### src/rtl/loader_pkg.sv
// Shared types and default sizes for the instruction-memory loader.
package loader_pkg;

  localparam int IW_DEF         = 9;
  localparam int AW_DEF         = 8;
  localparam int DEPTH_DEF      = 256;
  localparam int MAX_CYCLES_DEF = 4096;

  typedef enum logic [1:0] {
    IDLE,
    LOAD,
    RUN,
    FINISH
  } ldr_state_t;

endpackage

### src/rtl/ldr_cycle_ctr.sv
// Saturating RUN-phase cycle counter; term flags the MAX-th enabled cycle.
module ldr_cycle_ctr #(
  parameter int MAX = 4096,
  parameter int W   = $clog2(MAX + 1)
) (
  input  logic clk,
  input  logic rst,
  input  logic clr,
  input  logic en,
  output logic term
);

  logic [W-1:0] cnt;

  always_ff @(posedge clk or posedge rst) begin
    if (rst) begin
      cnt <= '0;
    end else if (clr) begin
      cnt <= '0;
    end else if (en && (cnt != W'(MAX))) begin
      cnt <= cnt + 1'b1;
    end
  end

  // cnt is 0 in the first enabled cycle, so MAX-1 marks the MAX-th one
  assign term = en && (cnt == W'(MAX - 1));

endmodule

### src/rtl/imem_loader.sv
// Streams host machine code into instruction memory, runs the core, reports status.
// Optional RUN-phase timeout is enabled by defining CYCLE_TIMEOUT_EN.
module imem_loader
  import loader_pkg::*;
#(
  parameter int IW         = IW_DEF,
  parameter int AW         = AW_DEF,
  parameter int DEPTH      = DEPTH_DEF,
  parameter int MAX_CYCLES = MAX_CYCLES_DEF
) (
  input  logic          Clk,
  input  logic          Reset,
  input  logic          start,
  input  logic          in_valid,
  input  logic [IW-1:0] in_data,
  input  logic          in_last,
  output logic          in_ready,
  output logic          wr_en,
  output logic [AW-1:0] wr_addr,
  output logic [IW-1:0] wr_data,
  output logic          core_reset,
  input  logic          core_done,
  output logic          load_done,
  output logic [AW:0]   word_count,
  output logic          err_overflow,
  output logic          err_timeout
);

  ldr_state_t state, state_nxt;

  logic [AW-1:0] addr_cnt;
  logic          stop_accept;
  logic          wr_last_q;
  logic          wr_ovf_q;
  logic          accept;
  logic          start_ok;
  logic          at_end;
  logic          timeout_hit;

  assign start_ok = start && ((state == IDLE) || (state == FINISH));
  assign accept   = in_valid && in_ready;
  assign at_end   = (addr_cnt == AW'(DEPTH - 1));

`ifdef CYCLE_TIMEOUT_EN
  logic ctr_term;

  ldr_cycle_ctr #(
    .MAX(MAX_CYCLES)
  ) u_cycle_ctr (
    .clk (Clk),
    .rst (Reset),
    .clr (state != RUN),
    .en  (state == RUN),
    .term(ctr_term)
  );

  // core_done in the terminal cycle takes priority over the timeout
  assign timeout_hit = ctr_term && !core_done;

  always_ff @(posedge Clk or posedge Reset) begin
    if (Reset) begin
      err_timeout <= 1'b0;
    end else if (start_ok) begin
      err_timeout <= 1'b0;
    end else if (timeout_hit) begin
      err_timeout <= 1'b1;
    end
  end
`else
  logic unused_cfg;
  assign unused_cfg  = (MAX_CYCLES > 0);
  assign timeout_hit = 1'b0;
  assign err_timeout = 1'b0;
`endif

  always_ff @(posedge Clk or posedge Reset) begin
    if (Reset) begin
      state <= IDLE;
    end else begin
      state <= state_nxt;
    end
  end

  always_comb begin
    state_nxt = state;
    case (state)
      IDLE:   if (start_ok) state_nxt = LOAD;
      LOAD: begin
        if (wr_en && wr_last_q)     state_nxt = RUN;
        else if (wr_en && wr_ovf_q) state_nxt = FINISH;
      end
      RUN:    if (core_done || timeout_hit) state_nxt = FINISH;
      FINISH: if (start_ok) state_nxt = LOAD;
      default: state_nxt = IDLE;
    endcase
  end

  always_comb begin
    in_ready   = (state == LOAD) && !stop_accept;
    core_reset = (state != RUN);
    load_done  = (state == FINISH);
  end

  // Accepted words are registered and written one cycle later; acceptance
  // stops after the last word or the word at the top address.
  always_ff @(posedge Clk or posedge Reset) begin
    if (Reset) begin
      addr_cnt     <= '0;
      word_count   <= '0;
      stop_accept  <= 1'b0;
      wr_en        <= 1'b0;
      wr_addr      <= '0;
      wr_data      <= '0;
      wr_last_q    <= 1'b0;
      wr_ovf_q     <= 1'b0;
      err_overflow <= 1'b0;
    end else begin
      wr_en <= accept;
      if (start_ok) begin
        addr_cnt     <= '0;
        word_count   <= '0;
        stop_accept  <= 1'b0;
        err_overflow <= 1'b0;
      end else begin
        if (accept) begin
          wr_addr   <= addr_cnt;
          wr_data   <= in_data;
          wr_last_q <= in_last;
          wr_ovf_q  <= !in_last && at_end;
          if (in_last || at_end) stop_accept <= 1'b1;
          if (!at_end) addr_cnt <= addr_cnt + 1'b1;
        end
        if (wr_en) begin
          word_count <= word_count + 1'b1;
          if (wr_ovf_q) err_overflow <= 1'b1;
        end
      end
    end
  end

endmodule

### config.mk
export PLATFORM = sky130hd
export DESIGN_NAME = imem_loader
export DESIGN_NICKNAME = d
export VERILOG_FILES = /design/src/rtl/loader_pkg.sv /design/src/rtl/ldr_cycle_ctr.sv /design/src/rtl/imem_loader.sv
export SDC_FILE = /design/constraint.sdc
export NUM_CORES = 1
export LEC_CHECK = 0
export BUFFER_PORTS_ARGS = -buffer_cell sky130_fd_sc_hd__buf_4
export CAP_MARGIN = 0
export CELL_PAD_IN_SITES_DETAIL_PLACEMENT = 1
export CELL_PAD_IN_SITES_GLOBAL_PLACEMENT = 1
export CORE_UTILIZATION = 37
export DETAILED_ROUTE_END_ITERATION = 12
export GPL_TIMING_DRIVEN = 0
export PLACE_DENSITY = 0.73
export SYNTH_ARGS = -nofsm -noshare
export SYNTH_HDL_FRONTEND = slang
export SYNTH_SLANG_ARGS = --single-unit
### constraint.sdc
create_clock -name Clk -period 1.8 [get_ports Clk]
set_input_delay 0.36 -clock Clk [delete_from_list [all_inputs] [get_ports Clk]]
set_output_delay 0.36 -clock Clk [all_outputs]
set_load 0.02 [all_outputs]
==> results of run 1 <==
==> path summary, 6_finish.rpt <==
| path | endpoint | depth (start not counted) | from | slack [ns] |
|---|---|---|---|---|
| hold / removal | wr_data[2]$_DFFE_PP0P_ | 2 | Reset | 0.24 |
| min in group Clk | wr_ovf_q$_DFFE_PP0P_ | 2 | in_last | 0.27 |
| setup / recovery | wr_data[4]$_DFFE_PP0P_ | 6 | state[1]$_DFFE_PP0P_ | 0.06 |
| hold reg to reg | err_overflow$_DFFE_PP0P_ | 2 | err_overflow$_DFFE_PP0P_ | 0.51 |
| max in group asynchronous | addr_cnt[0]$_DFFE_PP0P_ | 2 | Reset | 0.96 |
| setup reg to reg | wr_data[4]$_DFFE_PP0P_ | 6 | state[1]$_DFFE_PP0P_ | 0.06 |
==> registers in the layout, summed over array words and instances (netlist names) <==
name and flops:
wr_addr 8, word_count 9, stop_accept 1, state 2, err_overflow 1, wr_data 9
wr_en 1, wr_last_q 1, wr_ovf_q 1, addr_cnt 8
==> power groups by stage <==
stage	Clock (uW)	Sequential, uW	Combinational [uW]
floorplan	0	1470	731
global placement	0	1300	1350
detailed placement	0	1310	1420
CTS	785	1300	1500
global route	827	1330	1790
finish	765	1310	1670
==> layer usage <==
| metal | vias to the layer above | global-route usage, % | share of wire [%] |
|---|---|---|---|
| li1 | 682 | - | - |
| met1 | 737 | 21.9 | 41 |
| met2 | 38 | 32.7 | 55 |
| met3 | 7 | 3.57 | 3.2 |
| met4 | 0 | 7.05 | 1.4 |
| met5 | - | 0 | 0 |
==> cell usage in the layout (no fill, tap or decap), types with 2 or more instances in the layout <==
cell type	synthesis	layout
buf_4	1	53
inv_1	7	4
nand3_1	6	6
dfrtp_1	41	39
buf_2	2	2
a21oi_1	4	4
and3_1	2	2
dfrtp_2	0	2
o21ai_0	4	4
clkbuf_1	1	2
nor3_1	3	3
nand4_1	3	3
mux2_2	18	18
ha_1	5	3
clkbuf_8	0	6
xor2_1	9	9
nor2_1	20	20
a31oi_1	2	2
mux2i_1	2	2
nand2_1	7	7
o21a_1	2	2
inv_2	0	3
ha_4	0	2
==> logic make-up after synthesis <==
kind of cell	Yosys count	share of synthesized area [%]
AOI/OAI and AO/OA	20	7.64
xor gates and xnor gates	10	4.61
other	1	0.197
and+or+nand+nor	50	14.8
DFF	41	54.0
muxes	20	11.7
adders and majority gates	5	3.29
buffers and inverters	13	3.69
==> timing repair <==
item	in CTS	in global routing
buffers inserted	2	6
gates resized for setup	1	8
endpoints found under the setup margin	28	29
gates cloned	0	1
hold endpoints to repair	0	0
pin swaps	1	2
==> final cells by class <==
| cell class | instances | area (um2) | area share (%) |
|---|---|---|---|
| clock inverter | 1 | 30.0 | 1.17 |
| inverter | 7 | 26.3 | 1.02 |
| tap | 67 | 83.8 | 3.26 |
| clock buffer | 7 | 86.3 | 3.36 |
| timing repair buffer | 54 | 435 | 17.0 |
| sequential | 41 | 1030 | 40.0 |
| multi-input combinational | 106 | 831 | 32.3 |
| buffer | 6 | 47.5 | 1.85 |
==> per-stage QoR <==
stage / TNS (ns) / instances
finish: 0 / 289
global route: 0 / 289
CTS: 0 / 282
detailed placement: -1.60 / 272
global placement: -1.14 / 272
floorplan: 0 / 160
==> metrics.md, run 1 <==
| Metric | Value |
|---|---|
| Worst setup SP type | flip-flop |
| Initial DRC count | 45 |
| Die width | approximately 74 um |
| CP Class | flip-flop to flip-flop |
| Worst Tran Pin Value | around 0.85 ns |
| Hold-fix buffers at CTS | 0 |
| Initial Util | between 30% and 40% |
| Initial antenna violation count | 0 |
| RSZ-0062 raised after global routing | false |
| Vias in the first global route | around 1.5k |
| Slowest cell on the critical path | dfrtp_2 |
| Leak | around 0.0013 uW |
| Clock power share | between 20% and 30% |
| Sequential area share after synthesis | around 54% |
| First-pass GRT wire length | approximately 7300 um |
| Post-Synthesis Cells | between 150 and 200 |
| Maximum fanout along the worst path | 8 |
| Relative slew slack | between 40% and 50% |
| CTS clock-pin slew for the worst setup and hold paths | roughly 0.08 ns |
| Max stage delay on crit path | 0.45 ns |
| Buffers plus inverters on the worst setup path | 2 |
| Total GRT Usage | 18.4% |
| Internal | between 2000 and 2500 uW |
| Hpwl dp | ~3200 um |
| Combinational fraction of design power | 44.7% |
| CORE AREA | 4820 um2 |
| Grt total ovfl | 0 |
| CTS tree | built |
| Peak supply drop | approximately 0.00064 V |
| Via count | 1464 |
| Post-Syn Nets | between 150 and 200 |
| Clock sink count | just over 40 |
| Synth-to-layout area growth | 35.2% |
| Post-DRT Antenna Nets | 0 |
| Area contributors post-synth | dfrtp_1 54%, mux2_2 11%, xor2_1 4.2% |
| Pre-CTS setup slack | -0.168 ns |
| DR pass1 iterations | 4 |
| P_sw | 1340 uW |
| Cell Area, Placed | 2320 um2 |
| Site Rows | 25 |
| Share of cells above drive strength 1 | 44.6% |
| Max-slew violations | 0 |
| Layout net count | about 240 |
| Netlist cell types | 39 |
| Crit path cell chain | inv_1, ha_4, nand3b_4, nor2_8, clkbuf_16, mux2_2 |
| Detailed-route DRC error count | 0 |
| Ys Warns | 0 |
| Critical Path RT | around 2 ns |
| IO buf count | 45 |
| Max Cap Viol | 0 |
| Total Wirelength | between 4000 and 5000 um |
| Power per cell area | about 1500 nW/um2 |
| CP endpoint kind | flip-flop |
| Hold_ws | between 0.2 and 0.25 ns |
| Fin crit share | ~97% |
| Top_reg_cell synth | dfrtp_1 |
| Fin util | a little over half |
| CP top delay family | flip-flops |
| Syn Area/Cell | ~12 um2 |
| Hold Path Class | input pin to async pin |
| Switch share | a little over a third |
| Synth cell count leaders | 41 x dfrtp_1, 20 x nor2_1, 18 x mux2_2 |
| Root Buffer | clkbuf_8 |
| Largest net degree at the start of global routing | 42 |
| Async S/R FF share, synth | between 90% and 100% |
| Most frequent cell after synthesis | dfrtp_1 |
| FMAX | 574 MHz |
| #FFs+latches synth | a little over 40 |
| IO Pins | 47 |
| Largest area contributor in the netlist | dfrtp_1 |
| H-tree levels | 2 |
| Sequential power share | between 30% and 40% |
| Critical Path AT | 1.92 ns |
| Via density | just over 5 |
| Yosys top cell area share | between 50% and 60% |
| Worst clock skew | 0.00952 ns |
| Layout Cell Area excl Fill | 2570 um2 |
| Status | complete, no violations |
| WL/cell | 16.2 um |
| Antenna cells | 0 |
| Die span in y | about 74 um |
| CTS max path bufs | 2 |
| Total power draw | ~3700 uW |
| Final Critical Period | 1.74 ns |
| Num CTS Buffers | 5 |
| Fillers | between 500 and 600 |
| Setup ws final | around 0.058 ns |
| Routability congestion estimate | approximately 0.74 |
| Post-synth EDFFs | 0 |
| Hold Vio Cnt, Final | 0 |
| Post-synth design cell area | around 1900 um2 |
| Clock latency at the later pin of the worst-skew pair | around 0.29 ns |
| Die area | 5420 um2 |
| Count of final setup violators | 0 |
Power figures use the tool's default switching activity.
==> inputs of run 2 (changes only) <==
--- a/config.mk
+++ b/config.mk
@@ -9,10 +9,11 @@
 export CAP_MARGIN = 0
 export CELL_PAD_IN_SITES_DETAIL_PLACEMENT = 1
 export CELL_PAD_IN_SITES_GLOBAL_PLACEMENT = 1
-export CORE_UTILIZATION = 37
+export CORE_UTILIZATION = 39
+export CTS_BUF_LIST = sky130_fd_sc_hd__clkbuf_2 sky130_fd_sc_hd__clkbuf_4 sky130_fd_sc_hd__clkbuf_8
 export DETAILED_ROUTE_END_ITERATION = 12
 export GPL_TIMING_DRIVEN = 0
-export PLACE_DENSITY = 0.73
+export PLACE_DENSITY = 0.76
 export SYNTH_ARGS = -nofsm -noshare
 export SYNTH_HDL_FRONTEND = slang
 export SYNTH_SLANG_ARGS = --single-unit
==> run 2 against run 1 <==
Largest cell class unchanged. Global-route usage grew 0.93 points. Clock skew shrank 0.0019 ns. The flow now finishes with violations (negative setup slack). Routed wire length shrank 1.5%. Critical path type unchanged.
==> metrics.md, run 2 (synthesis gave the netlist of run 1 again) <==
| Metric | Value |
|---|---|
| Reg2reg end | wr_data[5]$_DFFE_PP0P_ |
| Power per cell area | about 1500 nW/um2 |
| Worst Tran Pin Value | around 0.83 ns |
| Initial Util | around 40% |
| Num CTS Buffers | 5 |
| Clock latency at the later pin of the worst-skew pair | around 0.30 ns |
| Setup total negative slack | -0.0296 ns |
| RSZ-0062 raised after global routing | true |
| Crit path launch | state[0]$_DFFE_PP0P_ |
| Detailed-route DRC error count | 0 |
| CTS max path bufs | 2 |
| Worst setup SP type | flip-flop |
| Most frequent cells in the layout | 56 x buf_4, 40 x dfrtp_1, 20 x nor2_1 |
| FMAX | 553 MHz |
| Failing checks | negative setup slack |
| Peak supply drop | between 0.0008 and 0.0009 V |
| Via density | ~5.2 |
| Non-filler cells, final | around 280 |
| Count of final setup violators | 5 |
| Fillers | a little over 500 |
| Via count | 1459 |
| Cell Area, Placed | between 2000 and 2500 um2 |
| Buffers plus inverters on the worst setup path | 3 |
| Crit path cell chain | inv_2, ha_4, and2_1, buf_6, nor2_8, bufbuf_16, mux2_2 |
| Clock sink count | 41 |
| Maximum fanout along the worst path | 5 |
| Leak | between 0.001 and 0.0015 uW |
| Vias in the first global route | about 1.5k |
| CP Class | flip-flop to flip-flop |
| DR pass1 iterations | 7 |
| Synth-to-layout area growth | 34.9% |
| Layout net count | approximately 240 |
| Hold Path Class | input pin to async pin |
| CORE AREA | about 4700 um2 |
| CP endpoint kind | flip-flop |
| H-tree levels | 2 |
| Site Rows | 25 |
| Total GRT Usage | roughly 19% |
| Critical Path End | wr_data[5]$_DFFE_PP0P_ |
| Relative slew slack | around 44% |
| Hold-fix buffers at CTS | 0 |
| First-pass GRT wire length | 7520 um |
| Hpwl dp | between 3000 and 4000 um |
| Routability congestion estimate | approximately 0.78 |
| Pre-CTS setup slack | -0.199 ns |
| Final Critical Period | between 1.5 and 2 ns |
| Total Wirelength | between 4000 and 5000 um |
| Post-DRT Antenna Nets | 0 |
| Fin util | a little over half |
| Total placed cells including tap cells | ~260 |
| Critical Path RT | just under 2 ns |
| Hold Vio Cnt, Final | 0 |
| Die area | 5150 um2 |
| Antenna cells | 0 |
| Slowest cell on the critical path | dfrtp_1 |
| Die width | between 70 and 80 um |
| Max stage delay on crit path | roughly 0.41 ns |
| Largest regs | word_count x9, wr_data x9 |
| Max Cap Viol | 0 |
| IO buf count | 45 |
| Initial antenna violation count | 0 |
| Worst clock skew | between 0.007 and 0.008 ns |
| Layout Cell Area excl Fill | 2560 um2 |
| R2R Setup Slk | -0.009 ns |
| Initial DRC count | between 60 and 70 |
| Setup ws final | -0.00928 ns |
| Share of cells above drive strength 1 | 44.2% |
| CP top delay family | buffers and inverters |
| Most common cell after layout, fill and taps aside | buf_4 |
| Critical Path AT | around 2.0 ns |
| Grt total ovfl | 0 |
| Root Buffer | clkbuf_8 |
| Max-slew violations | 0 |
| Reg-to-reg startpoint | state[0]$_DFFE_PP0P_ |
| Status | finished with violations |
| IO Pins | between 40 and 50 |
| CTS tree | built |
| CP Depth | 7 |
| Fin crit share | 101% |
| FF-to-FF path depth | 7 |
| WL/cell | between 15 and 20 um |
| Largest net degree at the start of global routing | 42 |
| Die span in y | between 70 and 80 um |
| CTS clock-pin slew for the worst setup and hold paths | around 0.08 ns |
run 2: where the power goes:
part           switching, uW  total, uW  internal, uW
clock                    315        782           467
sequential               164       1300          1140
combinational            868       1690           825
run 2: cell type report:
class	instances	area [um2]	area share [%]
Sequential cell	41	1030	40.1
Multi-Input combinational cell	106	828	32.3
Timing Repair Buffer	56	445	17.4
Clock buffer	7	90.1	3.52
Tap cell	54	67.6	2.64
Buffer	6	47.5	1.86
Clock inverter	1	30.0	1.17
Inverter	7	26.3	1.03
run 2: repair_timing:
item                                   in CTS  in global routing
resized for setup                           4                  2
setup endpoints to repair                  28                 15
gates cloned                                1                  0
pin swaps                                   1                  3
setup buffers                               8                  2
endpoints found under the hold margin       0                  0
run 2: worst reg2reg max path, stage by stage (launching register included):
cell and delay (ns):
dfrtp_1 0.41, inv_2 0.08, ha_4 0.20, and2_1 0.16
buf_6 0.13, nor2_8 0.12, bufbuf_16 0.28, mux2_2 0.32
run 2: how the worst min path moves through the flow:
stage,endpoint,startpoint,slack [ns],cells past startpoint
after CTS,word_count[6]$_DFFE_PP0P_,Reset,0.26,2
final,word_count[3]$_DFFE_PP0P_,Reset,0.23,2
after floorplan,wr_ovf_q$_DFFE_PP0P_,in_last,0.45,1
after global placement,err_overflow$_DFFE_PP0P_,err_overflow$_DFFE_PP0P_,0.48,2
after detailed placement,wr_addr[1]$_DFFE_PP0P_,wr_addr[1]$_DFFE_PP0P_,0.50,1
after global routing,wr_ovf_q$_DFFE_PP0P_,in_last,0.26,2
run 2: stage by stage:
stage / hold slack, ns / total power [uW]
after global placement: 0.482 / 2650
after CTS: 0.259 / 3720
final: 0.226 / 3770
after detailed placement: 0.499 / 2730
after global routing: 0.263 / 3970
after floorplan: 0.454 / 2200
run 2: layer usage:
layer	wire length, um	share of wire, %	GRT usage (%)	vias to the layer above
met2	2310	50	32.0	29
li1	-	-	-	688
met1	2060	45	24.1	733
met3	147	3.2	5.63	9
met5	0	0	0	-
met4	86	1.9	7.19	0
==> inputs of run 3 (changes only) <==
--- a/config.mk
+++ b/config.mk
@@ -13,6 +13,8 @@
 export CTS_BUF_LIST = sky130_fd_sc_hd__clkbuf_2 sky130_fd_sc_hd__clkbuf_4 sky130_fd_sc_hd__clkbuf_8
 export DETAILED_ROUTE_END_ITERATION = 12
 export GPL_TIMING_DRIVEN = 0
+export HOLD_SLACK_MARGIN = 0.15
+export MAX_ROUTING_LAYER = met4
 export PLACE_DENSITY = 0.76
 export SYNTH_ARGS = -nofsm -noshare
 export SYNTH_HDL_FRONTEND = slang
==> run 3 against run 2 <==
Critical path depth is the same. Core utilization unchanged. The run still ends with negative setup slack left. Sequential power hardly changed. Register-to-register slack barely moved. Clock skew about the same.
==> metrics.md, run 3 (synthesis gave the netlist of run 1 again) <==
| Metric | Value |
|---|---|
| Via count | about 1.5k |
| Max-slew violations | 0 |
| Die span in y | around 70 um |
| Critical Path RT | slightly below 2 ns |
| Post-DRT Antenna Nets | 0 |
| Fin crit share | 100% |
| WL/cell | around 17 um |
| IO Pins | between 40 and 50 |
| Hpwl dp | between 3000 and 4000 um |
| H-tree levels | 2 |
| Largest regs | word_count x9, wr_data x9 |
| Leak | around 0.0013 uW |
| Total area of multi-input combinational cells | about 830 um2 |
| Worst setup SP type | flip-flop |
| Peak supply drop | 0.000878 V |
| CP top delay family | buffers and inverters |
| Hold Vio Cnt, Final | 0 |
| Final Critical Period | approximately 1.8 ns |
| Setup ws final | -0.00769 ns |
| Total GRT Usage | 19.9% |
| Fillers | between 500 and 600 |
| Maximum fanout along the worst path | 5 |
| CORE AREA | 4690 um2 |
| CTS clock-pin slew for the worst setup and hold paths | 0.08 ns |
| Routability congestion estimate | slightly below 0.8 |
| R2R Setup Slk | -0.008 ns |
| CTS max path bufs | 2 |
| Pre-CTS setup slack | -0.199 ns |
| Critical Path AT | ~2 ns |
| Num CTS Buffers | 5 |
| Clock sink count | slightly above 40 |
| Initial DRC count | 57 |
| Die area | 5150 um2 |
| Root Buffer | clkbuf_8 |
| Detailed-route DRC error count | 0 |
| Count of final setup violators | 5 |
| Max Cap Viol | 0 |
| Failing checks | negative setup slack |
| Largest net degree at the start of global routing | 42 |
| CTS tree | built |
| RSZ-0062 raised after global routing | true |
| Hold Path Class | input pin to async pin |
| Power per cell area | between 1000 and 1500 nW/um2 |
| Crit path cell chain | inv_2, ha_4, and2_1, buf_6, nor2_8, bufbuf_16, mux2_2 |
| Worst clock skew | approximately 0.008 ns |
| Most common cell after layout, fill and taps aside | buf_4 |
| Reg-to-reg startpoint | state[0]$_DFFE_PP0P_ |
| CP endpoint kind | flip-flop |
| Share of cells above drive strength 1 | about 44% |
| Setup total negative slack | -0.0213 ns |
| Max stage delay on crit path | 0.41 ns |
| Antenna cells | 0 |
| Slowest cell on the critical path | dfrtp_1 |
| Via density | approximately 5.3 |
| IO buf count | 45 |
| Most frequent cells in the layout | 56 x buf_4, 40 x dfrtp_1, 20 x nor2_1 |
| Layout net count | 243 |
| Initial Util | 40.5% |
| Total Wirelength | 4610 um |
| Initial antenna violation count | 0 |
| Status | finished with violations |
| Buffers plus inverters on the worst setup path | 3 |
| FF-to-FF path depth | 7 |
| Site Rows | 25 |
| Vias in the first global route | between 1.5k and 2k |
| DR pass1 iterations | 6 |
| FMAX | roughly 550 MHz |
| Clock latency at the later pin of the worst-skew pair | approximately 0.30 ns |
| CP Class | flip-flop to flip-flop |
| Reg2reg end | wr_data[5]$_DFFE_PP0P_ |
| Die width | 71.8 um |
| Synth-to-layout area growth | 34.9% |
| First-pass GRT wire length | between 7000 and 8000 um |
| Grt total ovfl | 0 |
| Relative slew slack | 44.5% |
| Seq. cell area | 1030 um2 |
| Hold_ws | 0.227 ns |
| Worst Tran Pin Value | about 0.83 ns |
==> run 3: cell counts in the layout (fill, tap and decap cells not counted) <==
Identical to the previous run, type by type.
==> run 3: area by class of cell <==
class                   count  share of cell area [%]
clock buffers               7                    3.52
repair buffers             56                    17.4
flip-flops and latches     41                    40.1
clock inverters             1                    1.17
well taps                  54                    2.64
multi-input cells         106                    32.3
inverters                   7                    1.03
plain buffers               6                    1.86
==> run 3: where the power goes <==
group          switching, uW  internal, uW
registers                164          1140
clock network            315           467
logic                    865           824
total                   1340          2430
==> run 3: how the worst max path moves through the flow <==
stage	start	endpoint	slack, ns	cells after the start
floorplan	state[0]$_DFFE_PP0P_	wr_data[0]$_DFFE_PP0P_	0.01	7
global placement	state[0]$_DFFE_PP0P_	wr_data[8]$_DFFE_PP0P_	-0.12	7
detailed placement	state[0]$_DFFE_PP0P_	wr_data[1]$_DFFE_PP0P_	-0.20	7
CTS	state[1]$_DFFE_PP0P_	wr_data[5]$_DFFE_PP0P_	-0.03	6
global route	state[1]$_DFFE_PP0P_	wr_data[5]$_DFFE_PP0P_	-0.05	6
finish	state[0]$_DFFE_PP0P_	wr_data[5]$_DFFE_PP0P_	-0.008	7
==> run 3: metrics by stage <==
step	total power [uW]	utilization (%)	area, um2	cells
after floorplan	2200	-	1900	160
after global placement	2650	49.1	2300	259
after detailed placement	2730	49.1	2300	259
after CTS	3720	54.1	2540	276
after global routing	3970	54.6	2560	278
final	3770	54.6	2560	278
==> run 3: metal layers <==
metal / GRT usage, % / wire length, um / up-vias
li1: - / - / 685
met1: 24.0 / 2050 / 740
met2: 32.2 / 2330 / 35
met3: 5.34 / 146 / 10
met4: 7.19 / 80 / 0
met5: - / 0 / -
==> run 3: repair_timing <==
action                                  CTS  global route
hold buffers                              0             0
gates resized for setup                   4             2
cloned                                    1             0
pin swaps                                 1             3
buffers inserted                          8             2
endpoints found under the setup margin   28            15
==> run 3: worst reg2reg max path, stage by stage, from the launching register on <==
cell       delay (ns)
dfrtp_1          0.41
inv_2            0.08
ha_4             0.20
and2_1           0.16
buf_6            0.13
nor2_8           0.11
bufbuf_16        0.28
mux2_2           0.32
